**src/rtl/servo_pkg.sv**
```systemverilog
// Shared constants and width helpers for the multi-channel servo PWM block.
// Both the top level and any reuse of the prescaler import this package.
package servo_pkg;

    localparam int unsigned DEF_CH_COUNT    = 4;
    localparam int unsigned DEF_POS_W       = 8;
    localparam int unsigned DEF_CLK_DIV     = 0;
    localparam int unsigned DEF_FRAME_TICKS = 2560;
    localparam int unsigned DEF_BASE_TICKS  = 256;

    // Channel index width; a single channel still needs a 1-bit select port.
    function automatic int unsigned ch_idx_w(input int unsigned n);
        return (n > 1) ? $clog2(n) : 1;
    endfunction

    function automatic int unsigned frame_cnt_w(input int unsigned frame_ticks);
        return (frame_ticks > 1) ? $clog2(frame_ticks) : 1;
    endfunction

    // Pulse-width arithmetic width: BASE_TICKS + position can never overflow it.
    function automatic int unsigned pulse_w(input int unsigned pos_w,
                                            input int unsigned frame_ticks);
        return pos_w + frame_cnt_w(frame_ticks) + 1;
    endfunction

endpackage

```
**src/rtl/servo_prescaler.sv**
```systemverilog
// Generic clock-enable divider: tick is high for one clock every CLK_DIV+1 clocks.
// CLK_DIV=0 degenerates to a constant-high tick with no counter.
module servo_prescaler #(
    parameter int unsigned CLK_DIV = 0
) (
    input  logic clk,
    input  logic rst_n,
    output logic tick
);

    generate
        if (CLK_DIV == 0) begin : g_bypass
            logic bypass_unused;
            assign bypass_unused = clk ^ rst_n;
            assign tick = 1'b1;
        end else begin : g_div
            localparam int unsigned DW = $clog2(CLK_DIV + 1);

            logic [DW-1:0] cnt_q;
            logic [DW-1:0] cnt_d;

            always_comb begin
                cnt_d = cnt_q + DW'(1);
                if (cnt_q == DW'(CLK_DIV)) begin
                    cnt_d = '0;
                end
            end

            always_ff @(posedge clk or negedge rst_n) begin
                if (!rst_n) begin
                    cnt_q <= '0;
                end else begin
                    cnt_q <= cnt_d;
                end
            end

            assign tick = (cnt_q == DW'(CLK_DIV));
        end
    endgenerate

endmodule

```
**src/rtl/servo_pwm_multi.sv**
```systemverilog
// Multi-channel servo pulse generator with shadowed positions applied at frame wrap.
// Define SERVO_STAGGER_EN to spread channel rising edges evenly across the frame.
module servo_pwm_multi
    import servo_pkg::*;
#(
    parameter int unsigned CH_COUNT    = DEF_CH_COUNT,
    parameter int unsigned POS_W       = DEF_POS_W,
    parameter int unsigned CLK_DIV     = DEF_CLK_DIV,
    parameter int unsigned FRAME_TICKS = DEF_FRAME_TICKS,
    parameter int unsigned BASE_TICKS  = DEF_BASE_TICKS
) (
    input  logic                          clk,
    input  logic                          rst_n,
    input  logic                          wr_en,
    input  logic [ch_idx_w(CH_COUNT)-1:0] wr_ch,
    input  logic [POS_W-1:0]              wr_pos,
    input  logic [CH_COUNT-1:0]           ch_en,
    output logic [CH_COUNT-1:0]           servo_out,
    output logic                          frame_start
);

    localparam int unsigned CH_W = ch_idx_w(CH_COUNT);
    localparam int unsigned FC_W = frame_cnt_w(FRAME_TICKS);
    localparam int unsigned PW_W = pulse_w(POS_W, FRAME_TICKS);

`ifdef SERVO_STAGGER_EN
    if (BASE_TICKS + (1 << POS_W) - 1 > FRAME_TICKS / CH_COUNT) begin : g_stagger_chk
        $fatal(1, "servo_pwm_multi: longest pulse does not fit in one stagger slot");
    end
`endif

    logic            tick;
    logic            wrap;
    logic [FC_W-1:0] frame_cnt_q;
    logic [FC_W-1:0] frame_cnt_d;
    logic            frame_start_q;

    servo_prescaler #(
        .CLK_DIV (CLK_DIV)
    ) u_prescaler (
        .clk   (clk),
        .rst_n (rst_n),
        .tick  (tick)
    );

    assign wrap = tick && (frame_cnt_q == FC_W'(FRAME_TICKS - 1));

    always_comb begin
        frame_cnt_d = frame_cnt_q;
        if (wrap) begin
            frame_cnt_d = '0;
        end else if (tick) begin
            frame_cnt_d = frame_cnt_q + FC_W'(1);
        end
    end

    always_ff @(posedge clk or negedge rst_n) begin
        if (!rst_n) begin
            frame_cnt_q   <= '0;
            frame_start_q <= 1'b0;
        end else begin
            frame_cnt_q   <= frame_cnt_d;
            frame_start_q <= wrap;
        end
    end

    assign frame_start = frame_start_q;

    generate
        for (genvar gi = 0; gi < CH_COUNT; gi++) begin : g_ch
            logic [POS_W-1:0] shadow_q;
            logic [POS_W-1:0] shadow_d;
            logic [POS_W-1:0] active_q;
            logic [POS_W-1:0] active_d;
            logic             en_act_q;
            logic             en_act_d;
            logic             out_q;
            logic             out_d;
            logic [PW_W-1:0]  width;
            logic             in_window;

            // An out-of-range wr_ch matches no channel, so it is dropped here.
            always_comb begin
                shadow_d = shadow_q;
                if (wr_en && (wr_ch == CH_W'(gi))) begin
                    shadow_d = wr_pos;
                end
            end

            // Active copy samples the shadow value from before any same-edge write.
            assign active_d = wrap ? shadow_q : active_q;

            // Dropping ch_en clears en_act so a mid-frame re-enable waits for the wrap.
            assign en_act_d = wrap ? ch_en[gi] : (en_act_q & ch_en[gi]);

            assign width = PW_W'(BASE_TICKS) + PW_W'(active_q);

`ifdef SERVO_STAGGER_EN
            localparam int unsigned OFF = gi * (FRAME_TICKS / CH_COUNT);
            assign in_window = (frame_cnt_q >= FC_W'(OFF)) &&
                               (PW_W'(frame_cnt_q - FC_W'(OFF)) < width);
`else
            assign in_window = (PW_W'(frame_cnt_q) < width);
`endif

            assign out_d = en_act_q & ch_en[gi] & in_window;

            always_ff @(posedge clk or negedge rst_n) begin
                if (!rst_n) begin
                    shadow_q <= '0;
                    active_q <= '0;
                    en_act_q <= 1'b0;
                    out_q    <= 1'b0;
                end else begin
                    shadow_q <= shadow_d;
                    active_q <= active_d;
                    en_act_q <= en_act_d;
                    out_q    <= out_d;
                end
            end

            assign servo_out[gi] = out_q;
        end
    endgenerate

endmodule

```
**config.mk**
```make
export PLATFORM = sky130hd
export DESIGN_NAME = servo_pwm_multi
export DESIGN_NICKNAME = d
export VERILOG_FILES = /design/src/rtl/servo_pkg.sv /design/src/rtl/servo_prescaler.sv /design/src/rtl/servo_pwm_multi.sv
export SDC_FILE = /design/constraint.sdc
export NUM_CORES = 1
export LEC_CHECK = 0
export CORE_AREA = 2 2 83 105
export DETAILED_ROUTE_END_ITERATION = 10
export DIE_AREA = 0 0 85 107
export PLACE_DENSITY = 0.71
export SLEW_MARGIN = 20
export SYNTH_ARGS = -nofsm -noshare
export SYNTH_HDL_FRONTEND = slang
export SYNTH_SLANG_ARGS = --single-unit
```
**constraint.sdc**
```tcl
create_clock -name clk -period 3.8 [get_ports clk]
set_input_delay 0.76 -clock clk [delete_from_list [all_inputs] [get_ports clk]]
set_output_delay 0.76 -clock clk [all_outputs]
set_load 0.005 [all_outputs]
```
==> results of run 1 <==
## cell type report
| cell class | count | area share |
|---|---|---|
| Clock buffer | 10 | 0.0285 |
| Multi-Input combinational cell | 182 | 0.372 |
| Clock inverter | 6 | 0.0248 |
| Timing Repair Buffer | 22 | 0.0488 |
| Sequential cell | 85 | 0.474 |
| Tap cell | 97 | 0.0271 |
| Inverter | 30 | 0.0251 |
## cell usage after synthesis (3+ instances only)
cell	n
sky130_fd_sc_hd__o211ai_1	3
sky130_fd_sc_hd__buf_6	4
sky130_fd_sc_hd__xnor2_1	4
sky130_fd_sc_hd__nor2_1	11
sky130_fd_sc_hd__inv_1	30
sky130_fd_sc_hd__dfrtp_1	85
sky130_fd_sc_hd__a21o_1	4
sky130_fd_sc_hd__a21oi_1	9
sky130_fd_sc_hd__nor4_1	3
sky130_fd_sc_hd__o21ai_0	6
sky130_fd_sc_hd__ha_1	29
sky130_fd_sc_hd__o31a_1	3
sky130_fd_sc_hd__nand2_1	4
sky130_fd_sc_hd__nor3_1	5
sky130_fd_sc_hd__xor2_1	5
sky130_fd_sc_hd__mux2_2	63
sky130_fd_sc_hd__buf_4	4
sky130_fd_sc_hd__o2111ai_1	4
sky130_fd_sc_hd__o21a_1	5
sky130_fd_sc_hd__nand3_1	9
## logic make-up after synthesis
kind of cell | Yosys count
flops | 85
mux | 64
simple gates | 44
buf+inv | 39
compound gates | 36
fa+ha+maj | 29
xor+xnor | 9
## worst max-delay path, stage by stage, from the launching register on
cell	delay (ns)
sky130_fd_sc_hd__dfrtp_1	0.54
sky130_fd_sc_hd__ha_1	0.25
sky130_fd_sc_hd__and3_4	0.22
sky130_fd_sc_hd__nand2b_4	0.09
sky130_fd_sc_hd__nor4_4	0.25
sky130_fd_sc_hd__buf_4	0.49
sky130_fd_sc_hd__mux2_2	0.40
## per-layer routing
layer | GRT usage | vias to the layer above | wire length, um
li1 | - | 1124 | -
met1 | 0.226 | 1214 | 3220
met2 | 0.293 | 30 | 3690
met3 | 0.0331 | 13 | 159
met4 | 0.0975 | 0 | 184
met5 | 0 | - | 0
## power breakdown
| group | total [mW] | internal (mW) | switching (mW) |
|---|---|---|---|
| Sequential | 0.999 | 0.968 | 0.0310 |
| Clock | 0.759 | 0.437 | 0.322 |
| Combinational | 0.112 | 0.0664 | 0.0460 |
| Total | 1.87 | 1.47 | 0.399 |
## state kept, by name (all words and copies together) (netlist names)
name	cells
g_ch.active_q	32
g_ch.en_act_q	4
frame_cnt_q	12
g_ch.out_q	4
frame_start	1
g_ch.shadow_q	32
## path summary, 6_finish.rpt
path / to / slack (ns) / depth (start not counted)
worst max-delay path: g_ch[1].active_q[1]$_DFFE_PN0N_ / 1.42 / 6
worst max register to register: g_ch[1].active_q[1]$_DFFE_PN0N_ / 1.42 / 6
max in group asynchronous: g_ch[0].out_q$_DFF_PN0_ / 2.85 / 1
min in group clk: g_ch[3].active_q[5]$_DFFE_PN0N_ / 0.49 / 1
worst min-delay path: g_ch[1].shadow_q[1]$_DFFE_PN0P_ / 0.45 / 1
worst min register to register: g_ch[3].active_q[5]$_DFFE_PN0N_ / 0.49 / 1
## cells in the final DEF (no fill, tap or decap), drive strengths merged, types with 2 or more instances in the layout
master / instances
bufinv: 3
o21a: 5
o31a: 3
mux2: 64
ha: 29
xor2: 5
clkinv: 2
clkdlybuf4s50: 20
buf: 2
nor3: 5
nor4: 4
clkbuf: 10
nand2b: 3
xnor2: 4
nor3b: 2
dfrtp: 85
a21oi: 9
o211ai: 3
nand3b: 2
nand3: 9
inv: 30
nand2: 4
o2111ai: 4
nor2: 11
o21ai: 6
a21o: 4
## per-stage QoR
step,total power [mW],cells
2_1_floorplan,1.07,306
3_3_place_gp,1.12,416
3_5_place_dp,1.13,416
4_1_cts,1.89,432
5_1_grt,1.94,432
6_report,1.87,432
==> impl_metrics.yaml, run 1 <==
clock_network:
  hold_buffers: 0
  cts-resized-gates: 0
  clk_pin_slew_worst_paths_ns: 0.08
  clock_path_buffers: 2
  cts.root.buffer_cell: "sky130_fd_sc_hd__clkbuf_8"
  clock_insertion_delay_worst_skew_ns: 0.36
  cts.repair_timing.setup_buffer_count: 0
  tritoncts: "done"
  htree_levels: 3
  total_clock_buffers_created_by_cts: 9
  clock-sinks: 85
worst_hold_path:
  hold_path.class: "input pin to async pin"
timing:
  setup_ws_post_layout_ns: 1.42
  worst_max_slew_margin_expressed_relative_to_the_limit: 0.498
  setup_total_negative_slack_ns: 0
  rsz0062_at_grt: "no"
  fmax_ghz: 0.420
  fin_hold_ws_ns: 0.448
  finalCritPeriodShare: 0.626
  setup_skew_after_layout_ns: 0.0103
  final_max_slew_viol_count: 0
  setup_violations: 0
  hold_violations: 0
  worstMarginPinSlew_ns: 0.752
  clock_period_minus_worst_slack_ns: 2.38
placement:
  placed_cell_area_um2: 4240
  pre_cts_slack_ns: 1.43
  post-dp-hpwl_um: 5090
  place.port_buffers: 21
  place_congestion: 0.819
synthesis:
  synthXorXnorAreaFrac: 0.0198
  syn-mean-instance-area_um2: 13.0
  share_of_the_yosys_chip_area_belonging_to_registers: 0.534
  syn_warnings: 0
  synth_flop_cell: "sky130_fd_sc_hd__dfrtp_1"
  post_synth_and_or_nand_nor_area_fraction: 0.0656
  synth_seq_cells: 85
  yosysTopAreaCell: "sky130_fd_sc_hd__dfrtp_1"
  synthCells: 306
  synth-edff-count: 0
  yosys.cell_types.count: 34
  post_synthesis_cell_area_um2: 3990
  synth_top_family_by_area: "multiplexers"
  syn-num-nets: 352
  synth_compound_gate_area_share: 0.0609
  yosys-mux-area-fraction: 0.181
  synth_top_area_share: 0.534
  synth_area_leaders: "sky130_fd_sc_hd__dfrtp_1 (53%), sky130_fd_sc_hd__mux2_2 (18%), sky130_fd_sc_hd__ha_1 (9.1%)"
  yosys.area_share.adder: 0.0911
  async_reset_ff_frac: 1.00
pwr:
  irDropWorstVdd_mv: 0.317
  power_density_normalized_to_cell_area_nw_per_um2: 417
  power.leakage_nw: 2.01
drt:
  detailedRoute.firstPassIterationCount: 4
  finalWirelength_um: 7260
  remaining_drc_errors: 0
  vias_per_cell: 5.51
  antenna_left: 0
  average_wire_per_standard_cell_um: 16.8
  detailedRoute.firstIterationViolations: 112
  num_vias: 2381
finish:
  flow.area_growth_from_synthesis_pct: 12.6
  num-fill-cells: 658
  final_core_utilization: 0.554
  insertedDiodeCount: 0
  multiInputGateArea_um2: 1670
  register_area_um2: 2130
  final_stage_net_count: 376
  drive_gt1_frac: 0.254
  final_area_um2: 4490
grt:
  antenna_found_initial: 0
  grt_pass1_vias: 2433
  globalRouteTotalUtil: 0.180
  grt_pass1_wl_um: 12400
  globalRouteOverflowTotal: 0
  grt_start_max_net_pins: 86
die:
  floorplan.io_pins: 22
  die_width_um: 85
  start_util: 0.492
  core_region_area_um2: 8100
  floorplan.rows: 37
  dieArea_um2: 9100
  die_y_um: 107
flow_run:
  cap_violations: 0
critical_path:
  critPathLaunch: "frame_cnt_q[1]$_DFF_PN0_"
  criticalPathCategory: "flop to flop"
  critical_path_peak_fanout: 41
  critPathRequiredTime_ns: 4.04
  critical_path_arrival_ns: 2.62
  timing.rr.start: "frame_cnt_q[1]$_DFF_PN0_"
  worst_setup_path_start_kind: "flop"
  critPathCaptureType: "flop"
status:
  outcome: "completed"
(Power assumes the default switching activity.)
==> run 2, diff against run 1 <==
PLACE_DENSITY = 0.73   (was 0.71)
clock period = 2.1 ns   (was 3.8 ns; I/O delays follow)
==> run 2 against run 1 <==
- utilization grew 1.1 points
- highest routed layer unchanged
- non-clock buffer count grew 16
- sequential power grew 81%
- global-route usage grew 0.064 points
==> impl_metrics.yaml, run 2 (synthesis results as in run 1) <==
timing:
  setup_skew_after_layout_ns: 0.00924
  fin_hold_ws_ns: 0.0124
  worstMarginPinSlew_ns: 0.605
  clock_period_minus_worst_slack_ns: 1.98
  hold_violations: 0
  setup_violations: 0
  final_max_slew_viol_count: 0
  finalCritPeriodShare: 0.943
  worst_max_slew_margin_expressed_relative_to_the_limit: 0.593
  setup_total_negative_slack_ns: 0
  setup_ws_post_layout_ns: 0.119
  rsz0062_at_grt: "no"
  fmax_ghz: 0.505
placement:
  post-dp-hpwl_um: 5540
  place.port_buffers: 21
  pre_cts_slack_ns: 0.103
  place_congestion: 0.808
flow_run:
  cap_violations: 0
drt:
  antenna_left: 0
  detailedRoute.firstPassIterationCount: 4
  finalWirelength_um: 7700
  detailedRoute.firstIterationViolations: 135
  vias_per_cell: 5.43
  remaining_drc_errors: 0
  num_vias: 2428
  average_wire_per_standard_cell_um: 17.2
pwr:
  power_density_normalized_to_cell_area_nw_per_um2: 680
  power.leakage_nw: 2.08
  irDropWorstVdd_mv: 0.426
clock_network:
  cts.root.buffer_cell: "sky130_fd_sc_hd__clkbuf_8"
  clock_path_buffers: 2
  htree_levels: 3
  tritoncts: "done"
  clock_insertion_delay_worst_skew_ns: 0.36
  clk_pin_slew_worst_paths_ns: 0.08
  total_clock_buffers_created_by_cts: 9
  clock-sinks: 85
  cts.repair_timing.setup_buffer_count: 0
grt:
  grt_pass1_wl_um: 12500
  met1_usage: 0.230
  met3_resource_use_gr: 0.0354
  antenna_found_initial: 0
  grt_busiest_layer: "met2"
  globalRouteOverflowTotal: 0
  grtUsageMet2: 0.295
  globalRouteTotalUtil: 0.181
  grt_start_max_net_pins: 40
  grt_pass1_vias: 2547
die:
  floorplan.io_pins: 22
  die_width_um: 85
  die_y_um: 107
  start_util: 0.492
  floorplan.rows: 37
  core_region_area_um2: 8100
  dieArea_um2: 9100
status:
  outcome: "completed"
worst_hold_path:
  hold_path.class: "input pin to async pin"
critical_path:
  critPathCaptureType: "flop"
  critical_path_arrival_ns: 2.21
  critical_path_peak_fanout: 20
  worst_setup_path_start_kind: "flop"
  criticalPathCategory: "flop to flop"
  critPathRequiredTime_ns: 2.33
finish:
  drive_gt1_frac: 0.289
  insertedDiodeCount: 0
  final_common_cell: "sky130_fd_sc_hd__dfrtp_1"
  top_regs: "g_ch.active_q (32), g_ch.shadow_q (32), frame_cnt_q (12)"
  final_stage_net_count: 392
  most-common-layout-cells: "sky130_fd_sc_hd__dfrtp_1 (85), sky130_fd_sc_hd__mux2_2 (63), sky130_fd_sc_hd__inv_1 (30), sky130_fd_sc_hd__ha_1 (29), sky130_fd_sc_hd__clkdlybuf4s50_1 (20)"
  flow.area_growth_from_synthesis_pct: 14.8
run 2: final timing paths:
kind / start / to / cells after the start / slack (ns)
setup reg to reg: frame_cnt_q[1]$_DFF_PN0_ / g_ch[2].active_q[3]$_DFFE_PN0N_ / 6 / 0.12
setup / recovery: frame_cnt_q[1]$_DFF_PN0_ / g_ch[2].active_q[3]$_DFFE_PN0N_ / 6 / 0.12
min in group clk: g_ch[0].en_act_q$_DFF_PN0_ / g_ch[0].en_act_q$_DFF_PN0_ / 1 / 0.50
max in group asynchronous: rst_n / g_ch[2].active_q[3]$_DFFE_PN0N_ / 2 / 1.51
hold reg to reg: g_ch[0].en_act_q$_DFF_PN0_ / g_ch[0].en_act_q$_DFF_PN0_ / 1 / 0.50
hold / removal: rst_n / g_ch[2].shadow_q[6]$_DFFE_PN0P_ / 1 / 0.01
run 2: what timing repair did:
| action | in CTS | in global routing |
|---|---|---|
| endpoints found under the setup margin | 0 | 8 |
| resized for setup | 0 | 1 |
| hold buffers | 0 | 0 |
| hold endpoints to repair | 0 | 0 |
run 2: power by group:
part | total, mW | switching [mW] | internal (mW)
clock | 1.09 | 0.554 | 0.532
sequential | 1.81 | 0.0572 | 1.75
combinational | 0.214 | 0.0859 | 0.128
total | 3.11 | 0.697 | 2.41
run 2: cell type report:
cell class / count / area [um2]
clock buffer: 9 / 124
clock inverter: 6 / 55.1
fill: 669 / 3530
inverter: 30 / 113
multi-input combinational: 182 / 1670
sequential: 85 / 2130
tap: 97 / 121
timing repair buffer: 38 / 369
run 2: worst max-delay path: stages (launching register included):
cell and delay, ns:
sky130_fd_sc_hd__dfrtp_1 0.37, sky130_fd_sc_hd__ha_1 0.19, sky130_fd_sc_hd__and3_4 0.23, sky130_fd_sc_hd__nand2b_4 0.08
sky130_fd_sc_hd__nor4_4 0.33, sky130_fd_sc_hd__clkbuf_16 0.30, sky130_fd_sc_hd__mux2_2 0.35
run 2: layer usage:
metal	wire length (um)	part of all wire
met1	3400	0.44
met2	3960	0.51
met3	157	0.020
met4	178	0.023
met5	0	0
run 2: stage by stage:
| stage | std cells | cell area, um2 | power [mW] | util |
|---|---|---|---|---|
| floorplan | 306 | 3990 | 1.94 | - |
| global placement | 431 | 4380 | 2.04 | 0.541 |
| detailed placement | 431 | 4380 | 2.06 | 0.541 |
| CTS | 446 | 4560 | 3.13 | 0.563 |
| global route | 447 | 4580 | 3.24 | 0.565 |
| finish | 447 | 4580 | 3.11 | 0.565 |
==> RTL edit 1 (config.mk and constraints of run 2) <==
Reset style: synchronous (`rst_n`), changed in 3 clocked blocks.
--- a/src/rtl/servo_prescaler.sv
+++ b/src/rtl/servo_prescaler.sv
@@ -26,7 +26,7 @@
                 end
             end
 
-            always_ff @(posedge clk or negedge rst_n) begin
+            always_ff @(posedge clk) begin
                 if (!rst_n) begin
                     cnt_q <= '0;
                 end else begin
--- a/src/rtl/servo_pwm_multi.sv
+++ b/src/rtl/servo_pwm_multi.sv
@@ -54,7 +54,7 @@
         end
     end
 
-    always_ff @(posedge clk or negedge rst_n) begin
+    always_ff @(posedge clk) begin
         if (!rst_n) begin
             frame_cnt_q   <= '0;
             frame_start_q <= 1'b0;
@@ -105,7 +105,7 @@
 
             assign out_d = en_act_q & ch_en[gi] & in_window;
 
-            always_ff @(posedge clk or negedge rst_n) begin
+            always_ff @(posedge clk) begin
                 if (!rst_n) begin
                     shadow_q <= '0;
                     active_q <= '0;
Check against the original RTL: same outputs for any inputs over 10 cycles, from zero or initial values and one cycle with rst_n low; that may be too few to reach the edited logic, so the function may still have changed.
==> RTL edit 1 against run 2 <==
- sequential power down 9%
- synthesized area is 5.2% lower
- clock power rose by 39%
- worst setup slack gained 180 ps
- count of clock-buffer cells in the layout is the same
- final area is 4.8% lower
- routed wire length fell by 3.6%
- total power increased by 8.0%
- sequential cell count unchanged
- die area unchanged
- non-clock buffer count is 8 lower
- critical path depth fell by 1
- largest cell class is now multi-input combinational cells
==> RTL edit 1: results (changes against run 2) <==
Outcome
  • Status: finished clean (unchanged)

Critical path
  • Critical Path Start: frame_cnt_q[5] (was frame_cnt_q[1])
  • Crit Path Max Fanout: 33 (was 20)
  • Slowest stage delay, CP: 500 ps (was 370 ps)
  • R2R depth: 5 (was 6)
  • R2r endpoint: g_ch[2].active_q[6] (was g_ch[2].active_q[3])
  • Worst endpoint data arrival time: 2040 ps (was 2210 ps)

Place
  • DP HPWL: 5.34 mm (was 5.54 mm)
  • Routability congestion estimate: 0.843 (was 0.808)
  • Placed Area: 0.00409 sq mm (was 0.00438 sq mm)

Logic synthesis
  • Top cells by count, synth: 85 x dfxtp_1, 80 x nor2_1, 64 x mux2i_1 (was 85 x dfrtp_1, 63 x mux2_2, 30 x inv_1)
  • Synth Area in XOR/XNOR: 0.0232 (was 0.0198)
  • Fraction of registers with async set/reset: 0 (was 1.00)
  • Total nets after synthesis: 443 (was 352)
  • Register area share after synthesis: 0.450 (was 0.534)
  • Mux cell area share after synthesis: 0.170 (was 0.181)
  • Largest cells by area after synthesis: dfxtp_1 45%, mux2i_1 17%, ha_1 9.6% (was dfrtp_1 53%, mux2_2 18%, ha_1 9.1%)

Pwr
  • P_seq: 1650 uW (was 1810 uW)
  • Pleak: 0.00206 uW (was 0.00208 uW)

Timing
  • Hold Worst Slack: 445 ps (was 12.4 ps)
  • Slew margin rel.: 0.724 (was 0.593)
  • Skew final: 5.19 ps (was 9.24 ps)

Detailed routing
  • WL met2: 3.77 mm (was 3.96 mm)
  • DRT Wirelength: 7.43 mm (was 7.70 mm)
  • Met3 WL post-DR: 300 um (was 157 um)

Hold path
  • Hold Path Class: register to register (was primary input to asynchronous set/reset pin)

Global route
  • First-pass GRT wire length: 12.3 mm (was 12.5 mm)
  • Largest net degree at the start of global routing: 69 (was 40)
  • Vias in the first global route: 2639 (was 2547)
  • All-Layer GR Usage: 0.172 (was 0.181)

Final layout
  • Post-route core utilization: 0.537 (was 0.565)
  • # fillers: 700 (was 669)
-- RTL edit 1: cell types whose count changed after synthesis, moves of 5 or more --
cell	before	now
mux2_2	63	0
nor2_1	11	80
dfxtp_1	0	85
mux2i_1	0	64
o21a_1	5	0
clkbuf_1	1	8
nand2_1	4	12
nand4_1	1	7
dfrtp_1	85	0
-- RTL edit 1: area by class of cell --
cell class	instances	share of cell area
multi-input cells	259	0.422
flip-flops and latches	85	0.391
well taps	97	0.0279
clock inverters	7	0.0333
inverters	33	0.0284
clock buffers	9	0.0284
repair buffers	30	0.0695
-- RTL edit 1: worst max path at each step --
| stage | to | slack, ps |
|---|---|---|
| after floorplan | g_ch[0].active_q[0] | 560 |
| after global placement | g_ch[2].out_q | 230 |
| after detailed placement | g_ch[2].out_q | 170 |
| after CTS | g_ch[2].active_q[6] | 310 |
| after global routing | g_ch[2].active_q[6] | 170 |
| final | g_ch[2].active_q[6] | 300 |
==> RTL edit 2 (settings of run 2) <==
Made on the original files. The package constant `DEF_CH_COUNT` goes from 4 to 3.
--- a/src/rtl/servo_pkg.sv
+++ b/src/rtl/servo_pkg.sv
@@ -2,7 +2,7 @@
 // Both the top level and any reuse of the prescaler import this package.
 package servo_pkg;
 
-    localparam int unsigned DEF_CH_COUNT    = 4;
+    localparam int unsigned DEF_CH_COUNT    = 3;
     localparam int unsigned DEF_POS_W       = 8;
     localparam int unsigned DEF_CLK_DIV     = 0;
     localparam int unsigned DEF_FRAME_TICKS = 2560;
Interface: changed (resized ch_en and servo_out); port bits go from 22 to 20. The function was not compared with the original's and may differ.
==> RTL edit 2 against run 2 <==
- synthesized area is 21% lower
- routed wire length is 28% lower
- sequential cell count is 18 lower
- final area is 19% lower
- worst setup slack better by 84 ps
- cell count is 14% lower
- global-route usage is 4.4 points lower
- critical path depth stayed put
- total power is 17% lower
- largest cell class unchanged
- highest routed layer unchanged
==> RTL edit 2: results (changes against run 2) <==
Place
  • Placed Area: 0.00351 sq mm (was 0.00438 sq mm)
  • Port bufs: 19 (was 21)
  • Routability congestion estimate: 0.794 (was 0.808)
  • DP HPWL: 4.14 mm (was 5.54 mm)
  • Post-place setup slack: 203 ps (was 103 ps)

Global route
  • All-Layer GR Usage: 0.137 (was 0.181)
  • Vias in the first global route: 2098 (was 2547)
  • GRT overflow: 0 (unchanged)
  • First-pass GRT wire length: 9.73 mm (was 12.5 mm)
  • Largest net degree at the start of global routing: 68 (was 40)
  • Antenna violations before repair: 0 (unchanged)

Pwr
  • Pleak: 0.00164 uW (was 0.00208 uW)
  • Maximum vdd drop: 0.313 mV (was 0.426 mV)
  • Switching Share: 0.207 (was 0.224)

Final layout
  • Area of the multi-input gates: 0.00133 sq mm (was 0.00167 sq mm)
  • ANT cells: 0 (unchanged)
  • # fillers: 741 (was 669)
  • Largest regs: g_ch.active_q (24), g_ch.shadow_q (24), frame_cnt_q (12) (was g_ch.active_q (32), g_ch.shadow_q (32), frame_cnt_q (12))
  • Share of cells above drive strength 1: 0.266 (was 0.289)
  • Final net count: 321 (was 392)

Detailed routing
  • Drt pass-1 iters: 4 (unchanged)
  • Via count: 1960 (was 2428)
  • DRT Wirelength: 5.52 mm (was 7.70 mm)
  • Drt first-iter violations: 92 (was 135)

Critical path
  • Slowest stage delay, CP: 360 ps
  • Worst endpoint data arrival time: 2110 ps (was 2210 ps)
  • Top delay family on crit path: simple AND/OR/NAND/NOR gates (unchanged)
  • R2R depth: 6 (unchanged)
  • Worst path slowest cell: dfrtp_1 (unchanged)
  • Crit Path Max Fanout: 32 (was 20)

Logic synthesis
  • Yosys cell types: 30 (was 34)
  • Adder-Cell Fraction of Synth Area: 0.0870 (was 0.0911)
  • Yosys warns: 0 (unchanged)
  • Top cells by count, synth: 67 x dfrtp_1, 47 x mux2_2, 23 x inv_1 (was 85 x dfrtp_1, 63 x mux2_2, 30 x inv_1)
  • Total nets after synthesis: 288 (was 352)
  • Mux cell area share after synthesis: 0.171 (was 0.181)
  • Register area share after synthesis: 0.530 (was 0.534)
  • Synth Area in XOR/XNOR: 0.0249 (was 0.0198)
  • Synth Area in Compound Gates: 0.0494 (was 0.0609)
  • Largest cells by area after synthesis: dfrtp_1 53%, mux2_2 17%, ha_1 8.7% (was dfrtp_1 53%, mux2_2 18%, ha_1 9.1%)

Outcome
  • Status: finished clean (unchanged)

Clock tree
  • H-tree levels: 3 (unchanged)
  • Setup Fix Bufs, Post-CTS: 0 (unchanged)
  • Clock Latency Late Sink: 330 ps (was 360 ps)
  • Reg clk slew, reported paths: 60 ps (was 80 ps)
  • Inserted Clock Buffers: 9 (unchanged)
  • CTS resizes: 0 (unchanged)
  • Clk buf depth: 2 (unchanged)

Timing
  • Slew margin rel.: 0.721 (was 0.593)
  • Skew final: 3.32 ps (was 9.24 ps)
## RTL edit 2: changes by cell type in the layout (fill, tap and decap cells not counted), moves of 4 or more
cell,run 2,this run
a21o_1,4,0
buf_4,15,9
dfrtp_1,85,67
ha_1,29,22
inv_1,30,23
mux2_2,63,47
nand2_1,4,8
## RTL edit 2: layer usage
metal / global-route usage / up-vias / part of all wire
met4: 0.0737 / 0 / 0.032
met2: 0.232 / 32 / 0.52
met1: 0.158 / 963 / 0.42
met5: 0 / - / 0
met3: 0.0339 / 17 / 0.028
li1: - / 948 / -
## RTL edit 2: final cells by class
cell class              count  share of cell area
flip-flops and latches     67               0.454
multi-input cells         152               0.361
repair buffers             30              0.0793
clock buffers              11              0.0383
well taps                  97              0.0329
inverters                  23              0.0234
clock inverters             3              0.0109
## RTL edit 2: path summary, 6_finish.rpt
check / from / end / slack (ps)
setup / recovery: frame_cnt_q[0] / g_ch[2].active_q[4] / 200
hold / removal: rst_n / g_ch[0].shadow_q[2] / 90
hold reg to reg: g_ch[0].active_q[7] / g_ch[0].active_q[7] / 490
min in group clk: g_ch[0].active_q[7] / g_ch[0].active_q[7] / 490
max in group asynchronous: rst_n / frame_cnt_q[10] / 1720
setup reg to reg: frame_cnt_q[0] / g_ch[2].active_q[4] / 200
## RTL edit 2: stage by stage
step / hold slack (ps) / instances
3_3_place_gp: 458 / 369
2_1_floorplan: 124 / 250
3_5_place_dp: 461 / 369
4_1_cts: 100 / 383
6_report: 85.0 / 383
5_1_grt: 120 / 383
## RTL edit 2: worst reg2reg max path: cells and delay by family, from the launching register on
kind                       cells  cell delay [ps]
muxes                          1              370
buffers and inverters          1              240
adders and majority gates      1              190
and+or+nand+nor                3              620
DFF                            1              360
## RTL edit 2: power by group through the flow
stage          registers, uW  logic, uW  clock network [uW]
2_1_floorplan           1430       88.8                   0
3_3_place_gp            1440        161                   0
3_5_place_dp            1450        168                   0
4_1_cts                 1420        168                1020
5_1_grt                 1430        182                1070
6_report                1420        163                 991
## RTL edit 2: cells by family after synthesis
group,after synthesis
adder cells (fa/ha/maj),22
flip-flops,67
buffers and inverters,31
XOR/XNOR,9
AND/OR/NAND/NOR,49
multiplexers,48
AO/OA/AOI/OAI,24
